==> config.mk <==
export PLATFORM = sky130hd
export DESIGN_NAME = swd_memap_seq
export DESIGN_NICKNAME = d
export VERILOG_FILES = /design/src/rtl/swd_memap_seq.sv
export SDC_FILE = /design/constraint.sdc
export NUM_CORES = 1
export LEC_CHECK = 0
export BUFFER_PORTS_ARGS = -buffer_cell sky130_fd_sc_hd__buf_2
export CORE_UTILIZATION = 40
export DETAILED_ROUTE_END_ITERATION = 7
export GPL_TIMING_DRIVEN = 0
export HOLD_SLACK_MARGIN = 0.03
export PLACE_DENSITY = 0.7
export SYNTH_ARGS = -nofsm -noshare
export SYNTH_HDL_FRONTEND = slang
export SYNTH_SLANG_ARGS = --single-unit
==> constraint.sdc <==
create_clock -name CLK -period 6.4 [get_ports CLK]
set_input_delay 0.32 -clock CLK [delete_from_list [all_inputs] [get_ports CLK]]
set_output_delay 0.32 -clock CLK [all_outputs]
set_load 0.005 [all_outputs]
==> src/rtl/swd_memap_seq.sv <==
// Memory-access sequencer in front of swd_if: turns 32-bit memory reads/writes into
// DP/AP transactions (power-up, SELECT, CSW, TAR, DRW, RDBUFF) with CSW-size/TAR caching.
`timescale 1ns/1ps
module swd_memap_seq #(
  parameter logic [31:0] CSW_BASE  = 32'h2300_0000,
  parameter logic [31:0] PWRUP_VAL = 32'h5000_0000
) (
  input  logic        CLK,
  input  logic        RESETn,
  input  logic        EN,
  input  logic        REQ_VALID,
  output logic        REQ_READY,
  input  logic [31:0] REQ_ADDR,
  input  logic [31:0] REQ_WDATA,
  input  logic        REQ_WRITE,
  input  logic [1:0]  REQ_SIZE,
  output logic        RSP_VALID,
  output logic [31:0] RSP_RDATA,
  output logic [2:0]  RSP_ERR,
  output logic        LINKUP,
  output logic        SWD_APNDP,
  output logic [1:0]  SWD_ADDR,
  output logic [31:0] SWD_DATI,
  output logic        SWD_WRITE,
  output logic        SWD_VALID,
  input  logic        SWD_READY,
  input  logic [31:0] SWD_DATO,
  input  logic [2:0]  SWD_ERR,
  output logic        SWD_CLR
);

  localparam int unsigned DW = 32;
  localparam int unsigned EW = 3;
  localparam int unsigned SW = 2;
  localparam int unsigned AW = 2;

  localparam logic [3:0] S_OFF       = 4'd0;
  localparam logic [3:0] S_WAIT_LINK = 4'd1;
  localparam logic [3:0] S_INIT_PWR  = 4'd2;
  localparam logic [3:0] S_INIT_SEL  = 4'd3;
  localparam logic [3:0] S_IDLE      = 4'd4;
  localparam logic [3:0] S_CSW       = 4'd5;
  localparam logic [3:0] S_TAR       = 4'd6;
  localparam logic [3:0] S_DRW       = 4'd7;
  localparam logic [3:0] S_RDBUFF    = 4'd8;
  localparam logic [3:0] S_RESP      = 4'd9;
  localparam logic [3:0] S_FAIL      = 4'd10;

  localparam logic [EW-1:0] ERR_SIZE = 3'b111;

  logic [3:0]    state_q, state_d;
  logic          issued_q, issued_d;
  logic          seen_low_q, seen_low_d;
  logic          swd_valid_q, swd_valid_d;
  logic          swd_apndp_q, swd_apndp_d;
  logic [AW-1:0] swd_addr_q, swd_addr_d;
  logic [DW-1:0] swd_dati_q, swd_dati_d;
  logic          swd_write_q, swd_write_d;
  logic          swd_clr_q, swd_clr_d;
  logic          linkup_q, linkup_d;
  logic          rsp_valid_q, rsp_valid_d;
  logic [DW-1:0] rsp_rdata_q, rsp_rdata_d;
  logic [EW-1:0] rsp_err_q, rsp_err_d;
  logic [DW-1:0] rdata_pend_q, rdata_pend_d;
  logic [EW-1:0] err_pend_q, err_pend_d;
  logic [DW-1:0] req_addr_q, req_addr_d;
  logic [DW-1:0] req_wdata_q, req_wdata_d;
  logic          req_write_q, req_write_d;
  logic [SW-1:0] req_size_q, req_size_d;
  logic          csw_vld_q, csw_vld_d;
  logic [SW-1:0] csw_size_q, csw_size_d;
  logic          tar_vld_q, tar_vld_d;
  logic [DW-1:0] tar_addr_q, tar_addr_d;

  logic          iss_apndp;
  logic [AW-1:0] iss_addr;
  logic          iss_write;
  logic [DW-1:0] iss_dati;
  logic          swd_state;
  logic          done;
  logic          err_c;
  logic          abort;
  logic          tar_hit;

  assign REQ_READY = (state_q == S_IDLE) && EN;
  assign RSP_VALID = rsp_valid_q;
  assign RSP_RDATA = rsp_rdata_q;
  assign RSP_ERR   = rsp_err_q;
  assign LINKUP    = linkup_q;
  assign SWD_APNDP = swd_apndp_q;
  assign SWD_ADDR  = swd_addr_q;
  assign SWD_DATI  = swd_dati_q;
  assign SWD_WRITE = swd_write_q;
  assign SWD_VALID = swd_valid_q;
  assign SWD_CLR   = swd_clr_q;

  assign swd_state = (state_q == S_INIT_PWR) || (state_q == S_INIT_SEL) ||
                     (state_q == S_CSW) || (state_q == S_TAR) ||
                     (state_q == S_DRW) || (state_q == S_RDBUFF);
  // done = READY rising again after it dropped in response to our issue
  assign done    = issued_q && seen_low_q && SWD_READY;
  assign err_c   = (SWD_ERR != '0);
  assign abort   = done && err_c && (state_q == S_CSW || state_q == S_TAR ||
                                     state_q == S_DRW || state_q == S_RDBUFF);
  assign tar_hit = tar_vld_q && (tar_addr_q == req_addr_q);

  // Transaction fields for the current SWD state
  always_comb begin
    iss_apndp = 1'b0;
    iss_addr  = '0;
    iss_write = 1'b1;
    iss_dati  = '0;
    case (state_q)
      S_INIT_PWR: begin iss_addr = 2'd1; iss_dati = PWRUP_VAL; end
      S_INIT_SEL: iss_addr = 2'd2;
      S_CSW:      begin iss_apndp = 1'b1; iss_dati = CSW_BASE | DW'(req_size_q); end
      S_TAR:      begin iss_apndp = 1'b1; iss_addr = 2'd1; iss_dati = req_addr_q; end
      S_DRW: begin
        iss_apndp = 1'b1;
        iss_addr  = 2'd3;
        iss_write = req_write_q;
        iss_dati  = req_write_q ? req_wdata_q : '0;
      end
      S_RDBUFF:   begin iss_addr = 2'd3; iss_write = 1'b0; end
      default: ;
    endcase
  end

  // Next-state and output logic
  always_comb begin
    state_d      = state_q;
    issued_d     = issued_q;
    seen_low_d   = seen_low_q;
    swd_valid_d  = 1'b0;
    swd_apndp_d  = swd_apndp_q;
    swd_addr_d   = swd_addr_q;
    swd_dati_d   = swd_dati_q;
    swd_write_d  = swd_write_q;
    swd_clr_d    = 1'b0;
    linkup_d     = linkup_q;
    rsp_valid_d  = 1'b0;
    rsp_rdata_d  = rsp_rdata_q;
    rsp_err_d    = rsp_err_q;
    rdata_pend_d = rdata_pend_q;
    err_pend_d   = err_pend_q;
    req_addr_d   = req_addr_q;
    req_wdata_d  = req_wdata_q;
    req_write_d  = req_write_q;
    req_size_d   = req_size_q;
    csw_vld_d    = csw_vld_q;
    csw_size_d   = csw_size_q;
    tar_vld_d    = tar_vld_q;
    tar_addr_d   = tar_addr_q;

    if (swd_state && !issued_q && SWD_READY) begin
      swd_valid_d = 1'b1;
      issued_d    = 1'b1;
      swd_apndp_d = iss_apndp;
      swd_addr_d  = iss_addr;
      swd_dati_d  = iss_dati;
      swd_write_d = iss_write;
    end
    if (issued_q && !SWD_READY) seen_low_d = 1'b1;

    case (state_q)
      S_OFF: begin
        linkup_d  = 1'b0;
        csw_vld_d = 1'b0;
        tar_vld_d = 1'b0;
        if (EN) state_d = S_WAIT_LINK;
      end
      S_WAIT_LINK: if (SWD_READY) state_d = err_c ? S_FAIL : S_INIT_PWR;
      S_INIT_PWR:  if (done) state_d = err_c ? S_FAIL : S_INIT_SEL;
      S_INIT_SEL: if (done) begin
        if (err_c) state_d = S_FAIL;
        else begin
          linkup_d = 1'b1;
          state_d  = S_IDLE;
        end
      end
      S_IDLE: if (REQ_VALID) begin
        req_addr_d  = REQ_ADDR;
        req_wdata_d = REQ_WDATA;
        req_write_d = REQ_WRITE;
        req_size_d  = REQ_SIZE;
        err_pend_d  = '0;
        if (REQ_SIZE == 2'd3) begin
          err_pend_d = ERR_SIZE;
          state_d    = S_RESP;
        end else if (!csw_vld_q || csw_size_q != REQ_SIZE) state_d = S_CSW;
        else if (!tar_vld_q || tar_addr_q != REQ_ADDR)      state_d = S_TAR;
        else                                               state_d = S_DRW;
      end
      S_CSW: if (done && !err_c) begin
        csw_vld_d  = 1'b1;
        csw_size_d = req_size_q;
        state_d    = tar_hit ? S_DRW : S_TAR;
      end
      S_TAR: if (done && !err_c) begin
        tar_vld_d  = 1'b1;
        tar_addr_d = req_addr_q;
        state_d    = S_DRW;
      end
      S_DRW:    if (done && !err_c) state_d = req_write_q ? S_RESP : S_RDBUFF;
      S_RDBUFF: if (done && !err_c) begin
        rdata_pend_d = SWD_DATO;
        state_d      = S_RESP;
      end
      S_RESP: begin
        if (!rsp_valid_q) begin
          rsp_valid_d = 1'b1;
          rsp_err_d   = err_pend_q;
          if (err_pend_q == '0 && !req_write_q) rsp_rdata_d = rdata_pend_q;
        end else begin
          state_d = S_IDLE;
        end
      end
      S_FAIL: linkup_d = 1'b0;
      default: state_d = S_OFF;
    endcase

    if (abort) begin
      swd_clr_d  = 1'b1;
      csw_vld_d  = 1'b0;
      tar_vld_d  = 1'b0;
      err_pend_d = SWD_ERR;
      state_d    = S_RESP;
    end

    // Link disable wins over everything and drops any request in flight
    if (!EN) begin
      state_d     = S_OFF;
      swd_valid_d = 1'b0;
      linkup_d    = 1'b0;
      rsp_valid_d = 1'b0;
      rsp_rdata_d = rsp_rdata_q;
      rsp_err_d   = rsp_err_q;
    end

    if (state_d != state_q) begin
      issued_d   = 1'b0;
      seen_low_d = 1'b0;
    end
  end

  always_ff @(posedge CLK or negedge RESETn) begin
    if (!RESETn) begin
      state_q      <= S_OFF;
      issued_q     <= 1'b0;
      seen_low_q   <= 1'b0;
      swd_valid_q  <= 1'b0;
      swd_apndp_q  <= 1'b0;
      swd_addr_q   <= '0;
      swd_dati_q   <= '0;
      swd_write_q  <= 1'b0;
      swd_clr_q    <= 1'b0;
      linkup_q     <= 1'b0;
      rsp_valid_q  <= 1'b0;
      rsp_rdata_q  <= '0;
      rsp_err_q    <= '0;
      rdata_pend_q <= '0;
      err_pend_q   <= '0;
      req_addr_q   <= '0;
      req_wdata_q  <= '0;
      req_write_q  <= 1'b0;
      req_size_q   <= '0;
      csw_vld_q    <= 1'b0;
      csw_size_q   <= '0;
      tar_vld_q    <= 1'b0;
      tar_addr_q   <= '0;
    end else begin
      state_q      <= state_d;
      issued_q     <= issued_d;
      seen_low_q   <= seen_low_d;
      swd_valid_q  <= swd_valid_d;
      swd_apndp_q  <= swd_apndp_d;
      swd_addr_q   <= swd_addr_d;
      swd_dati_q   <= swd_dati_d;
      swd_write_q  <= swd_write_d;
      swd_clr_q    <= swd_clr_d;
      linkup_q     <= linkup_d;
      rsp_valid_q  <= rsp_valid_d;
      rsp_rdata_q  <= rsp_rdata_d;
      rsp_err_q    <= rsp_err_d;
      rdata_pend_q <= rdata_pend_d;
      err_pend_q   <= err_pend_d;
      req_addr_q   <= req_addr_d;
      req_wdata_q  <= req_wdata_d;
      req_write_q  <= req_write_d;
      req_size_q   <= req_size_d;
      csw_vld_q    <= csw_vld_d;
      csw_size_q   <= csw_size_d;
      tar_vld_q    <= tar_vld_d;
      tar_addr_q   <= tar_addr_d;
    end
  end

endmodule

==> results.ini, run 1 <==
[run_status]
status=completed

[pwr]
ir_drop_mv=0.154
p_int_uw=2420
p_comb_share_pct=10.3
p_per_area_nw_per_um2=256
pwr-share-seq_pct=44.5
switching_share_pct=24.3
leakagePower_uw=0.00616
p_switching_uw=776
power_frac_clock_pct=45.2

[routing]
drc_errors=0
drtIter0Drc=373
drt-pass1-iter-count=5
drt.antenna.violating_nets=0
viasPerCell=5.13
routedWlPerCell_microns=19.0
wirelength_microns=25700
vias=6956

[layout]
final_cell_mix=219 x dfrtp_1, 194 x buf_2, 164 x mux2_2
area_growth_pct=27.5
fill_cells=2091
drive_gt1_share_pct=43.6
seqCellArea_sq_um=5480
design_area_sq_um=12500
stdcell_count=1355
multi_input_comb_area_sq_um=4060
final_nets=1123
final_common_cell=dfrtp_1

[placed_design]
gp_congestion=0.913
port_buffers=182
post_dp_cell_area_sq_um=11100
dp_hpwl_microns=18600
pre_cts_ws_ns=3.76
place_inst=1258

[synth]
synth_ff_type=dfrtp_1
synth_fp_nets=863
synth.area.top_cells=dfrtp_1 56%, mux2_2 19%, xnor2_1 5.5%, o21ai_2 2.7%, nand2_1 2.4%
syn_area_sq_um=9790
yosys_warnings=0
yosys_register_bits=219
synth_top_area_share_pct=56.0
synth_cell_types=58
postSynthCellCount=756
async_flop_share_pct=100
syn_area_per_cell_sq_um=12.9
synth-edff-count=0
yosysTopAreaCell=dfrtp_1
yosysSeqAreaShare_pct=56.0

[die]
die_height_microns=158
num_rows=56
core_area_sq_um=23800
io_pins=183
die_area_sq_um=25100
initial_core_util_pct=41.2
die_x_microns=158

[timing]
setup_slack_ns=3.78
skew_ns=0.0182
relSlewSlack_pct=47.1
setup-violations-final=0
hold_violations=0
tightestPinTransition_ns=0.793
fin_crit_sh_pct=40.9
setup-tns-final_ns=0
grt_setup_unrepaired=no
max_freq_ghz=0.382
slew_viol_final=0
period_minus_slack_ns=2.62

[worst_setup_path]
start_kind=register
critPathArrivalTime_ns=3.03
cp-end-kind=register
critPathRequiredTime_ns=6.81
cp_max_fo=10
path_class=reg2reg

[clocking]
cts_made_buffers=24
htreeDepth=1
cts_setup_buffers=0
clk_pin_slew_ns=0.06
cts_root_buffer=clkbuf_16
clk_path_buf_depth=3
cts_tree=yes
clock_latency_ns=0.53
cts_sinks=219

[min_path]
hold_class=in2reg

[global_route]
grt-ovfl-total=0
track_usage_pct=20.6
grt_antenna_before_repair=3
grt_pass1_vias=6985
grt_max_degree=119
grt_pass1_wl_microns=39200

[job]
cap_violations=0

## flip-flops by register name, summed over array words and instances, names as in the netlist, 2 cells and up
signal and flops:
req_addr_q 32, req_size_q 2, SWD_ADDR 2, csw_size_q 2, RSP_ERR 3, tar_addr_q 32
req_wdata_q 32, RSP_RDATA 32, rdata_pend_q 32, err_pend_q 3, SWD_DATI 32, state_q 4
## power groups by stage
| stage | logic [uW] | clock network, uW | registers (uW) |
|---|---|---|---|
| global route | 361 | 1520 | 1420 |
| finish | 330 | 1440 | 1420 |
| detailed placement | 305 | 0 | 1450 |
| global placement | 302 | 0 | 1440 |
| floorplan | 164 | 0 | 1440 |
| CTS | 331 | 1470 | 1420 |
## cells in the mapped netlist, types with 4 or more instances
library cell	instances
nor2_1	12
inv_1	6
buf_6	6
xnor2_1	62
dfrtp_1	219
clkbuf_1	13
nand2_1	62
nand3_1	11
buf_1	6
buf_2	13
o31ai_1	5
a31oi_1	4
nand4_1	19
and3_1	4
nor3_1	8
mux2_2	164
o21ai_2	30
o21ai_0	7
a211oi_1	4
nor2b_1	4
nand2b_1	5
a22oi_1	28
nor4_1	5
a21oi_1	12
## layer usage
| layer | vias up | share of wire [%] | global-route usage, % |
|---|---|---|---|
| met5 | - | 0 | 0 |
| met3 | 38 | 4.5 | 2.89 |
| li1 | 3261 | - | - |
| met2 | 183 | 50 | 34.1 |
| met4 | 0 | 2.8 | 7.19 |
| met1 | 3474 | 43 | 27.6 |
## final timing paths
kind,start,endpoint,slack (ns),cells after the start
worst max-delay path,state_q[3],req_addr_q[15],3.78,8
worst min-delay path,SWD_DATO[4],rdata_pend_q[4],0.04,2
worst max register to register,state_q[3],req_addr_q[15],3.78,8
worst min register to register,SWD_DATI[12],SWD_DATI[12],0.47,2
max in group asynchronous,RESETn,req_addr_q[25],4.92,3
min in group asynchronous,RESETn,rdata_pend_q[5],0.43,2
## per-stage QoR
stage	hold WS, ns	power [uW]	util, %
after global routing	0.0365	3310	52.5
after floorplan	0.0244	1610	-
after CTS	0.0318	3220	52.5
after global placement	0.456	1750	46.7
after detailed placement	0.424	1750	46.9
final	0.0417	3190	52.5
## cell type report
class / instances / area share, %
diodes: 3 / 0.0601
plain buffers: 41 / 1.79
clock buffers: 29 / 5.12
clock inverters: 14 / 1.52
inverters: 6 / 0.180
multi-input cells: 490 / 32.5
flip-flops and latches: 219 / 43.9
well taps: 319 / 3.20
repair buffers: 234 / 11.7
## cell families after synthesis
| logic type | count (synthesis) | synth area share, % |
|---|---|---|
| buf+inv | 47 | 2.52 |
| xor+xnor | 65 | 5.82 |
| simple gates | 145 | 7.61 |
| flops | 219 | 56.0 |
| mux | 165 | 19.0 |
| compound gates | 115 | 9.08 |
## timing repair
item / CTS / global route
resized for setup: 0 / 0
endpoints found under the hold margin: 151 / 0
hold buffers: 51 / 0
## critical path, cell delays in order, from the launching register on
cell and delay, ns:
dfrtp_1 0.35, clkbuf_2 0.19, nor2b_1 0.13, clkbuf_1 0.31
and3_1 0.22, clkbuf_1 0.26, buf_2 0.33, buf_2 0.35
mux2_2 0.38
No activity file was read; power rests on OpenSTA's default activity.
==> inputs of run 2 (changes only) <==
--- a/config.mk
+++ b/config.mk
@@ -10,7 +10,7 @@
 export DETAILED_ROUTE_END_ITERATION = 7
 export GPL_TIMING_DRIVEN = 0
 export HOLD_SLACK_MARGIN = 0.03
-export PLACE_DENSITY = 0.7
+export PLACE_DENSITY = 0.72
 export SYNTH_ARGS = -nofsm -noshare
 export SYNTH_HDL_FRONTEND = slang
 export SYNTH_SLANG_ARGS = --single-unit
==> constraint.sdc (replaced) <==
create_clock -name CLK -period 2.23 [get_ports CLK]
set_input_delay 0.1115 -clock CLK [delete_from_list [all_inputs] [get_ports CLK]]
set_output_delay 0.1115 -clock CLK [all_outputs]
set_load 0.005 [all_outputs]
==> run 2 against run 1 <==
Global-route usage is 0.54 points higher; critical path depth is 1 higher; largest cell class unchanged; sequential power rose to 2.9 times the previous value; worst setup slack got worse by 3.7 ns; cell area grew 6.4%; highest routed layer unchanged; maximum frequency is 20% higher; worst hold slack improved by 0.063 ns; critical endpoint is now SWD_DATI[11].
==> results.ini, run 2 (synthesis results as in run 1) <==
[die]
core_area_sq_um=23800
die_x_microns=158
num_rows=56
io_pins=183
die_height_microns=158
die_area_sq_um=25100
initial_core_util_pct=41.2

[worst_setup_path]
path_class=reg2reg
r2r_setup_slack_ns=0.05
cp_max_fo=9
rr_worst_depth=9
cp-end-kind=register
critPathArrivalTime_ns=2.61
critPathRequiredTime_ns=2.65
start_kind=register
reg2reg_from=state_q[0]
r2r-end=SWD_DATI[11]

[routing]
drt-pass1-iter-count=4
drtIter0Drc=367
viasPerCell=5.15
drt.antenna.violating_nets=0
vias=7288
routedWlPerCell_microns=18.9
drc_errors=0
wirelength_microns=26700

[layout]
final_cell_mix=218 x dfrtp_1, 189 x buf_2, 164 x mux2_2
design_area_sq_um=13300
area_growth_pct=35.6
drive_gt1_share_pct=45.1
stdcell_count=1414
final_nets=1185
final_common_cell=dfrtp_1

[min_path]
hold_class=in2reg
holdPathStages=4
whs_endpoint=err_pend_q[0]
worstHoldStart=REQ_VALID

[pwr]
pwr-share-seq_pct=43.9
p_comb_share_pct=12.1
p_per_area_nw_per_um2=702
switching_share_pct=24.4
p_switching_uw=2270
p_int_uw=7040
leakagePower_uw=0.00652
ir_drop_mv=0.487
power_frac_clock_pct=44.0

[timing]
skew_ns=0.0217
slew_viol_final=0
tightestPinTransition_ns=0.833
grt_setup_unrepaired=yes
max_freq_ghz=0.458
period_minus_slack_ns=2.18
fin_crit_sh_pct=97.9
relSlewSlack_pct=44.5
setup-tns-final_ns=0
setup-violations-final=0
hold_violations=0
whs_ns=0.105
setup_slack_ns=0.0469

[run_status]
status=completed

[global_route]
grt-ovfl-total=0
grt_pass1_vias=7336
grt.met2_usage_pct=36.1
track_usage_pct=21.1
grtUsageMet1_pct=27.9
grt_busiest_layer=met2
grt_antenna_before_repair=1
use_met3_pct=3.10
grt_max_degree=113
grt_pass1_wl_microns=40400

[placed_design]
pre_cts_ws_ns=-0.437
gp_congestion=0.902
place_inst=1258
post_dp_cell_area_sq_um=11100
dp_hpwl_microns=18700
port_buffers=182

[clocking]
cts_tree=yes
cts_root_buffer=clkbuf_16
clk_pin_slew_ns=0.06
clk_path_buf_depth=3
cts_made_buffers=25
htreeDepth=1
cts_sinks=219
clock_latency_ns=0.52

[job]
cap_violations=0

run 2: changes by cell type in the layout (fill, tap and decap cells not counted), moves of 4 or more:
| cell | previous run | this run |
|---|---|---|
| clkbuf_8 | 2 | 10 |
| clkbuf_2 | 1 | 12 |
| buf_1 | 6 | 0 |
| clkbuf_1 | 16 | 5 |
| clkinv_2 | 6 | 2 |
| dlygate4sd3_1 | 51 | 104 |
| buf_4 | 2 | 16 |
| buf_2 | 194 | 189 |
run 2: routing by layer:
| layer | wire [microns] | part of all wire [%] | up-vias |
|---|---|---|---|
| li1 | - | - | 3381 |
| met1 | 11700 | 44 | 3675 |
| met2 | 13200 | 49 | 183 |
| met3 | 1240 | 4.6 | 49 |
| met4 | 649 | 2.4 | 0 |
| met5 | 0 | 0 | - |
run 2: critical path: stages (launching register included):
cell	delay [ns]
dfrtp_1	0.37
buf_6	0.14
nor4b_4	0.26
buf_4	0.19
o21ai_1	0.09
or2_1	0.23
buf_6	0.14
a211o_4	0.35
buf_12	0.17
o21ai_2	0.14
run 2: worst max-delay path by stage:
| stage | end | slack (ns) | startpoint | depth (start not counted) |
|---|---|---|---|---|
| final | SWD_DATI[11] | 0.05 | state_q[0] | 9 |
| after global routing | seen_low_q | -0.04 | state_q[3] | 8 |
| after CTS | issued_q | 0.0006 | state_q[0] | 7 |
| after detailed placement | req_addr_q[17] | -0.44 | state_q[3] | 8 |
| after global placement | req_wdata_q[8] | -2.78 | RESETn | 1 |
| after floorplan | req_addr_q[10] | 0.17 | state_q[1] | 8 |
run 2: stage by stage:
step / total power (uW) / utilization, %
after floorplan: 4610 / -
after global placement: 5010 / 46.7
after detailed placement: 5020 / 46.9
after CTS: 9310 / 55.1
after global routing: 9650 / 55.9
final: 9310 / 55.9
run 2: layout make-up:
class	count	area [sq um]
Fill cell	2004	10500
Sequential cell	219	5480
Multi-Input combinational cell	490	4160
Timing Repair Buffer	298	2090
Clock buffer	37	771
Tap cell	319	399
Buffer	38	284
Clock inverter	6	65.1
Inverter	6	22.5
Antenna cell	1	2.50
run 2: timing repair:
action	4_1_cts	5_1_grt
hold endpoints to repair	211	0
resized for setup	17	47
buffers inserted	4	6
pin swaps	2	12
endpoints found under the setup margin	196	143
gates cloned	0	1
hold buffers	104	0
run 2: power by group through the flow:
| stage | Sequential [uW] | Combinational, uW | Clock (uW) |
|---|---|---|---|
| 5_1_grt | 4090 | 1230 | 4330 |
| 4_1_cts | 4080 | 1050 | 4190 |
| 6_report | 4090 | 1130 | 4100 |
| 3_3_place_gp | 4150 | 860 | 0 |
| 3_5_place_dp | 4150 | 871 | 0 |
| 2_1_floorplan | 4140 | 472 | 0 |
